[config.mk]
export PLATFORM = sky130hd
export DESIGN_NAME = control_unit
export DESIGN_NICKNAME = d
export VERILOG_FILES = /design/src/rtl/control_unit.sv
export SDC_FILE = /design/constraint.sdc
export NUM_CORES = 1
export LEC_CHECK = 0
export CORE_MARGIN = 5
export CORE_UTILIZATION = 41
export CTS_BUF_LIST = sky130_fd_sc_hd__clkbuf_8
export DETAILED_ROUTE_END_ITERATION = 16
export GPL_TIMING_DRIVEN = 0
export HOLD_SLACK_MARGIN = 0.02
export PLACE_DENSITY_LB_ADDON = 0.12
export SLEW_MARGIN = 20
export SYNTH_ARGS = -nofsm -noshare
export SYNTH_HDL_FRONTEND = slang
export SYNTH_SLANG_ARGS = --single-unit
export TNS_END_PERCENT = 5
[constraint.sdc]
create_clock -name clk -period 2.28 [get_ports clk]
set_clock_uncertainty 0.05 [all_clocks]
set_input_delay 0.456 -clock clk [delete_from_list [all_inputs] [get_ports clk]]
set_output_delay 0.456 -clock clk [all_outputs]
set_load 0.01 [all_outputs]
[src/rtl/control_unit.sv]
// control_unit -- instruction-sequencing FSM for the 16-bit processor.
//
// Owns PC and IR, fetches from a synchronous instruction ROM (data valid one
// cycle after PC_out changes), decodes the opcode in IR[15:12] and drives the
// datapath control strobes for each instruction's execute cycles.
//
// Optional build macro: CU_SINGLE_STEP_EN
//   defined   : adds input `step`; Fetch holds (PC/IR unchanged, strobes 0)
//               until a posedge with step=1.
//   undefined : no step port; Fetch always lasts one cycle.
//
// Ports:
//   clk         system clock, all state changes on posedge
//   reset_n     asynchronous active-low reset
//   step        (CU_SINGLE_STEP_EN only) single-step enable, sampled in Fetch
//   instr_data  instruction-ROM read data
//   PC_out      instruction-ROM address
//   IR_out      current instruction register (monitoring)
//   state_out   current FSM state encoding (monitoring / debug)
//   D_addr      data-memory address
//   D_wr        data-memory write enable
//   RF_sel      write-back select: 1 = data memory, 0 = ALU
//   WriteAddr   register-file write address
//   rdAddrA     register-file read address A
//   rdAddrB     register-file read address B
//   RF_W_en     register-file write enable
//   ALU_s0      ALU function: 0 = pass/zero, 1 = A+B, 2 = A-B
//   halted      high while in Halt
module control_unit #(
  parameter int PC_W    = 7,
  parameter int INSTR_W = 16
) (
  input  logic               clk,
  input  logic               reset_n,
`ifdef CU_SINGLE_STEP_EN
  input  logic               step,
`endif
  input  logic [INSTR_W-1:0] instr_data,
  output logic [PC_W-1:0]    PC_out,
  output logic [INSTR_W-1:0] IR_out,
  output logic [3:0]         state_out,
  output logic [7:0]         D_addr,
  output logic               D_wr,
  output logic               RF_sel,
  output logic [3:0]         WriteAddr,
  output logic [3:0]         rdAddrA,
  output logic [3:0]         rdAddrB,
  output logic               RF_W_en,
  output logic [2:0]         ALU_s0,
  output logic               halted
);

  typedef enum logic [3:0] {
    S_INIT   = 4'd0,
    S_FETCH  = 4'd1,
    S_DECODE = 4'd2,
    S_LOADA  = 4'd3,
    S_LOADB  = 4'd4,
    S_STORE  = 4'd5,
    S_ADD    = 4'd6,
    S_SUB    = 4'd7,
    S_NOOP   = 4'd8,
    S_HALT   = 4'd9
  } state_t;

  state_t             state;
  state_t             state_next;
  logic [PC_W-1:0]    pc;
  logic [INSTR_W-1:0] ir;
  logic               fetch_go;

`ifdef CU_SINGLE_STEP_EN
  assign fetch_go = step;
`else
  assign fetch_go = 1'b1;
`endif

  // State, PC and IR registers. PC/IR only move on a taken Fetch; the PC
  // increment wraps naturally at 2^PC_W.
  always_ff @(posedge clk or negedge reset_n) begin
    if (!reset_n) begin
      state <= S_INIT;
      pc    <= '0;
      ir    <= '0;
    end else begin
      state <= state_next;
      if (state == S_FETCH && fetch_go) begin
        ir <= instr_data;
        pc <= pc + 1'b1;
      end
    end
  end

  // Next-state logic.
  always_comb begin
    state_next = state;
    case (state)
      S_INIT:   state_next = S_FETCH;
      S_FETCH:  state_next = fetch_go ? S_DECODE : S_FETCH;
      S_DECODE: begin
        case (ir[15:12])
          4'h1:    state_next = S_STORE;
          4'h2:    state_next = S_LOADA;
          4'h3:    state_next = S_ADD;
          4'h4:    state_next = S_SUB;
          4'h5:    state_next = S_HALT;
          default: state_next = S_NOOP;  // 0x0 and illegal 0x6..0xF
        endcase
      end
      S_LOADA:  state_next = S_LOADB;
      S_LOADB:  state_next = S_FETCH;
      S_STORE:  state_next = S_FETCH;
      S_ADD:    state_next = S_FETCH;
      S_SUB:    state_next = S_FETCH;
      S_NOOP:   state_next = S_FETCH;
      S_HALT:   state_next = S_HALT;
      default:  state_next = S_INIT;
    endcase
  end

  // Moore control outputs decoded from state and IR. Because they depend only
  // on registered state, an asynchronous reset clears them at once.
  always_comb begin
    D_addr    = 8'h00;
    D_wr      = 1'b0;
    RF_sel    = 1'b0;
    WriteAddr = 4'h0;
    rdAddrA   = 4'h0;
    rdAddrB   = 4'h0;
    RF_W_en   = 1'b0;
    ALU_s0    = 3'd0;
    halted    = 1'b0;
    case (state)
      S_LOADA, S_LOADB: begin
        D_addr    = ir[11:4];
        RF_sel    = 1'b1;
        WriteAddr = ir[3:0];
        // Write only in the second cycle, once the RAM read data is valid.
        RF_W_en   = (state == S_LOADB);
      end
      S_STORE: begin
        D_addr  = ir[7:0];
        rdAddrA = ir[11:8];
        D_wr    = 1'b1;
      end
      S_ADD, S_SUB: begin
        rdAddrA   = ir[11:8];
        rdAddrB   = ir[7:4];
        WriteAddr = ir[3:0];
        ALU_s0    = (state == S_ADD) ? 3'd1 : 3'd2;
        RF_W_en   = 1'b1;
      end
      S_HALT:  halted = 1'b1;
      default: ;
    endcase
  end

  assign PC_out    = pc;
  assign IR_out    = ir;
  assign state_out = state;

endmodule

==> results.sh <==
export IMPL_r2r_end="IR_out[3]"
export IMPL_cp_num_buf_inv=3
export IMPL_fmax_ghz=0.420
export IMPL_final_util_pct=70.7
export IMPL_synth_fa_ha_area_share_pct=0.873
export IMPL_cts_root_buf="clkbuf_8"
export IMPL_fin_crit_ns=2.38
export IMPL_r2r_start="state_out[1]"
export IMPL_syn_avg_cell_area_um2=11.8
export IMPL_grt_pass1_wl_mm=6.84
export IMPL_cts_path_max_buffers=2
export IMPL_r2r_setup_slack_ns=0.44
export IMPL_outcome="complete, but fails checks"
export IMPL_fill_cells=264
export IMPL_grt_pass1_vias=1407
export IMPL_synthSimpleGateAreaFrac_pct=17.3
export IMPL_synth_top_area_cell="dfrtp_1"
export IMPL_die_area_um2=4780
export IMPL_synth_top_family_by_area="simple AND/OR/NAND/NOR gates"
export IMPL_yosys_area_top_type_share_pct=47.1
export IMPL_ys_seq_elements=27
export IMPL_insertion_delay_ns=0.27
export IMPL_die_h_um=69.1
export IMPL_violations="negative setup slack"
export IMPL_vias=1286
export IMPL_finalSetupViolCount=4
export IMPL_synthToLayoutAreaGrowth_pct=65.9
export IMPL_drt_iter0_drc=63
export IMPL_cp_required_ns=1.77
export IMPL_end_kind="output pin"
export IMPL_start_util_pct=42.6
export IMPL_cts_sinks=27
export IMPL_port_buffers=70
export IMPL_cellPowerDensity_nw_per_um2=1490
export IMPL_slew_viol_final=0
export IMPL_dominantRegCellSynth="dfrtp_1"
export IMPL_muxShareOfSynthArea_pct=14.1
export IMPL_slew_headroom_pct=60.4
export IMPL_maxCapViolCount=0
export IMPL_synth_cell_type_count=32
export IMPL_overflow=0
export IMPL_rsz0062_at_grt="true"
export IMPL_synth_edff_count=0
export IMPL_r2r_cells=4
export IMPL_ant_nets=0
export IMPL_synth_area_leaders="dfrtp_1 (47%), mux2_2 (14%), a22o_1 (4.9%)"
export IMPL_fin_nets=229
export IMPL_synth_compound_area_share_pct=12.0
export IMPL_syn_inst=122
export IMPL_core_area_um2=3360
export IMPL_start_kind="flop"
export IMPL_synth_warnings=0
export IMPL_drt_first_pass_iters=4
export IMPL_synthTopCellsByCount="dfrtp_1 (27), mux2_2 (18), a22o_1 (8), and2_1 (8), and3_1 (8)"
export IMPL_hold_class="in -> async"
export IMPL_die_width_um=69.1
export IMPL_wirelength_mm=4.13
export IMPL_cts_hold_buf=0
export IMPL_setup_ws_ns=-0.104
export IMPL_drive_gt1_share_pct=30.6
export IMPL_ios=72
export IMPL_gp_congestion=0.808
export IMPL_cts_buffers=3
export IMPL_cp_slowest_cell="dfrtp_2"
export IMPL_tritoncts="done"
export IMPL_synth_area_um2=1430
export IMPL_path_class="reg -> out"
export IMPL_syn_nets=141
export IMPL_htree_levels=1
export IMPL_crit_top_cell="buf_6"
export IMPL_finalHoldViolCount=0
export IMPL_place_inst=238
export IMPL_yosysMostFrequentCell="dfrtp_1"
export IMPL_synth_xor_area_share_pct=3.66
export IMPL_cts_clk_slew_worst_paths_ns=0.10
export IMPL_vias_per_cell=5.04
export IMPL_path_max_fanout=8
export IMPL_diodes=0
export IMPL_grtUsageTotal_pct=17.2
export IMPL_ir_drop_mv=0.754
export IMPL_route_detailed_drc=0
export IMPL_crit_family="flip-flops"
export IMPL_hpwl_mm=2.93
export IMPL_cpPeakStageDelay_ns=0.47
export IMPL_grt_max_degree=28
export IMPL_power_leakage_uw=0.00120
export IMPL_grt_antenna_before_repair=0
export IMPL_wire_per_inst_um=16.2
export IMPL_seq_area_frac_synth_pct=47.1
export IMPL_arrival_ns=1.88
export IMPL_ys_async_sr_fraction_pct=100
export IMPL_worst_pin_slew_ns=0.594
export IMPL_crit_chain="or3b_4, a21oi_4, buf_6, buf_6, a22o_1, buf_2"
export IMPL_finalNonFillerCells=255
export IMPL_finalCritPeriodShare_pct=105
export IMPL_num_rows=21
-- power by group --
group / leakage [µW] / internal (µW) / switching, µW
Clock: 0.0000217 / 124 / 152
Sequential: 0.000322 / 720 / 292
Combinational: 0.000852 / 1310 / 950
Total: 0.00120 / 2160 / 1390
-- cells by family after synthesis --
logic type,after synthesis
AND/OR/NAND/NOR,38
flip-flops,27
AO/OA/AOI/OAI,21
multiplexers,18
buffers and inverters,10
XOR/XNOR,6
adder cells (fa/ha/maj),1
other,1
-- metrics by stage --
step / worst slack, ns / TNS [ns] / hold slack (ns) / total power [µW] / area (µm²)
floorplan: 0.297 / 0 / 0.110 / 2070 / 1430
global placement: -0.239 / -2.61 / 0.428 / 3040 / 2190
detailed placement: -0.234 / -2.83 / 0.412 / 3090 / 2190
CTS: -0.126 / -0.754 / 0.147 / 3520 / 2340
global route: -0.175 / -0.512 / 0.173 / 3780 / 2380
finish: -0.104 / -0.141 / 0.125 / 3550 / 2380
-- flip-flops by register name (all words and copies together) (netlist names) --
signal	count
IR_out	16
PC_out	7
state_out	4
-- what timing repair did --
item,4_1_cts,5_1_grt
setup buffers,12,2
setup endpoints to repair,24,16
pin swaps,11,6
resized for setup,58,15
gates cloned,1,0
-- final cells by class --
class                           count  area [µm²]  share of cell area, %
Clock buffer                        3        41.3                   1.74
Inverter                            3        15.0                  0.631
Sequential cell                    27         679                   28.6
Clock inverter                      1        7.51                  0.316
Multi-Input combinational cell     86         747                   31.4
Timing Repair Buffer               84         786                   33.0
Buffer                              5        45.0                   1.89
Tap cell                           46        57.6                   2.42
-- worst max path at each step --
| stage | start | end | slack (ns) | cells past startpoint |
|---|---|---|---|---|
| 6_report | state_out[0] | D_addr[7] | -0.10 | 6 |
| 5_1_grt | state_out[0] | D_addr[7] | -0.17 | 6 |
| 4_1_cts | state_out[1] | D_addr[7] | -0.13 | 7 |
| 3_5_place_dp | state_out[3] | D_addr[5] | -0.23 | 5 |
| 3_3_place_gp | state_out[3] | D_addr[3] | -0.24 | 5 |
| 2_1_floorplan | state_out[0] | D_addr[0] | 0.30 | 4 |
-- layout by cell type, fill, tap and decap left out, types with 2 or more instances in the layout --
cell type and n:
clkdlybuf4s50_1 43, dfrtp_1 24, mux2_2 18, buf_4 12, buf_2 9, dlygate4sd2_1 9
and3_1 8, a22o_1 8, and2_1 8, dlymetal6s2s_1 8, buf_6 7, xnor2_1 5
nand2_1 4, a21oi_4 3, nand2b_1 3, a21oi_1 3, o21a_1 3, nor2_1 3
nand4_1 3, clkbuf_8 3, dfrtp_2 3, inv_1 2, clkinvlp_4 2
-- per-layer routing --
layer	global-route usage, %	up-vias	routed length, µm
met5	0	-	0
met4	3.69	0	21
met3	4.94	2	234
met2	29.9	41	2110
met1	21.2	631	1760
li1	-	612	-
(Power assumes the default switching activity.)
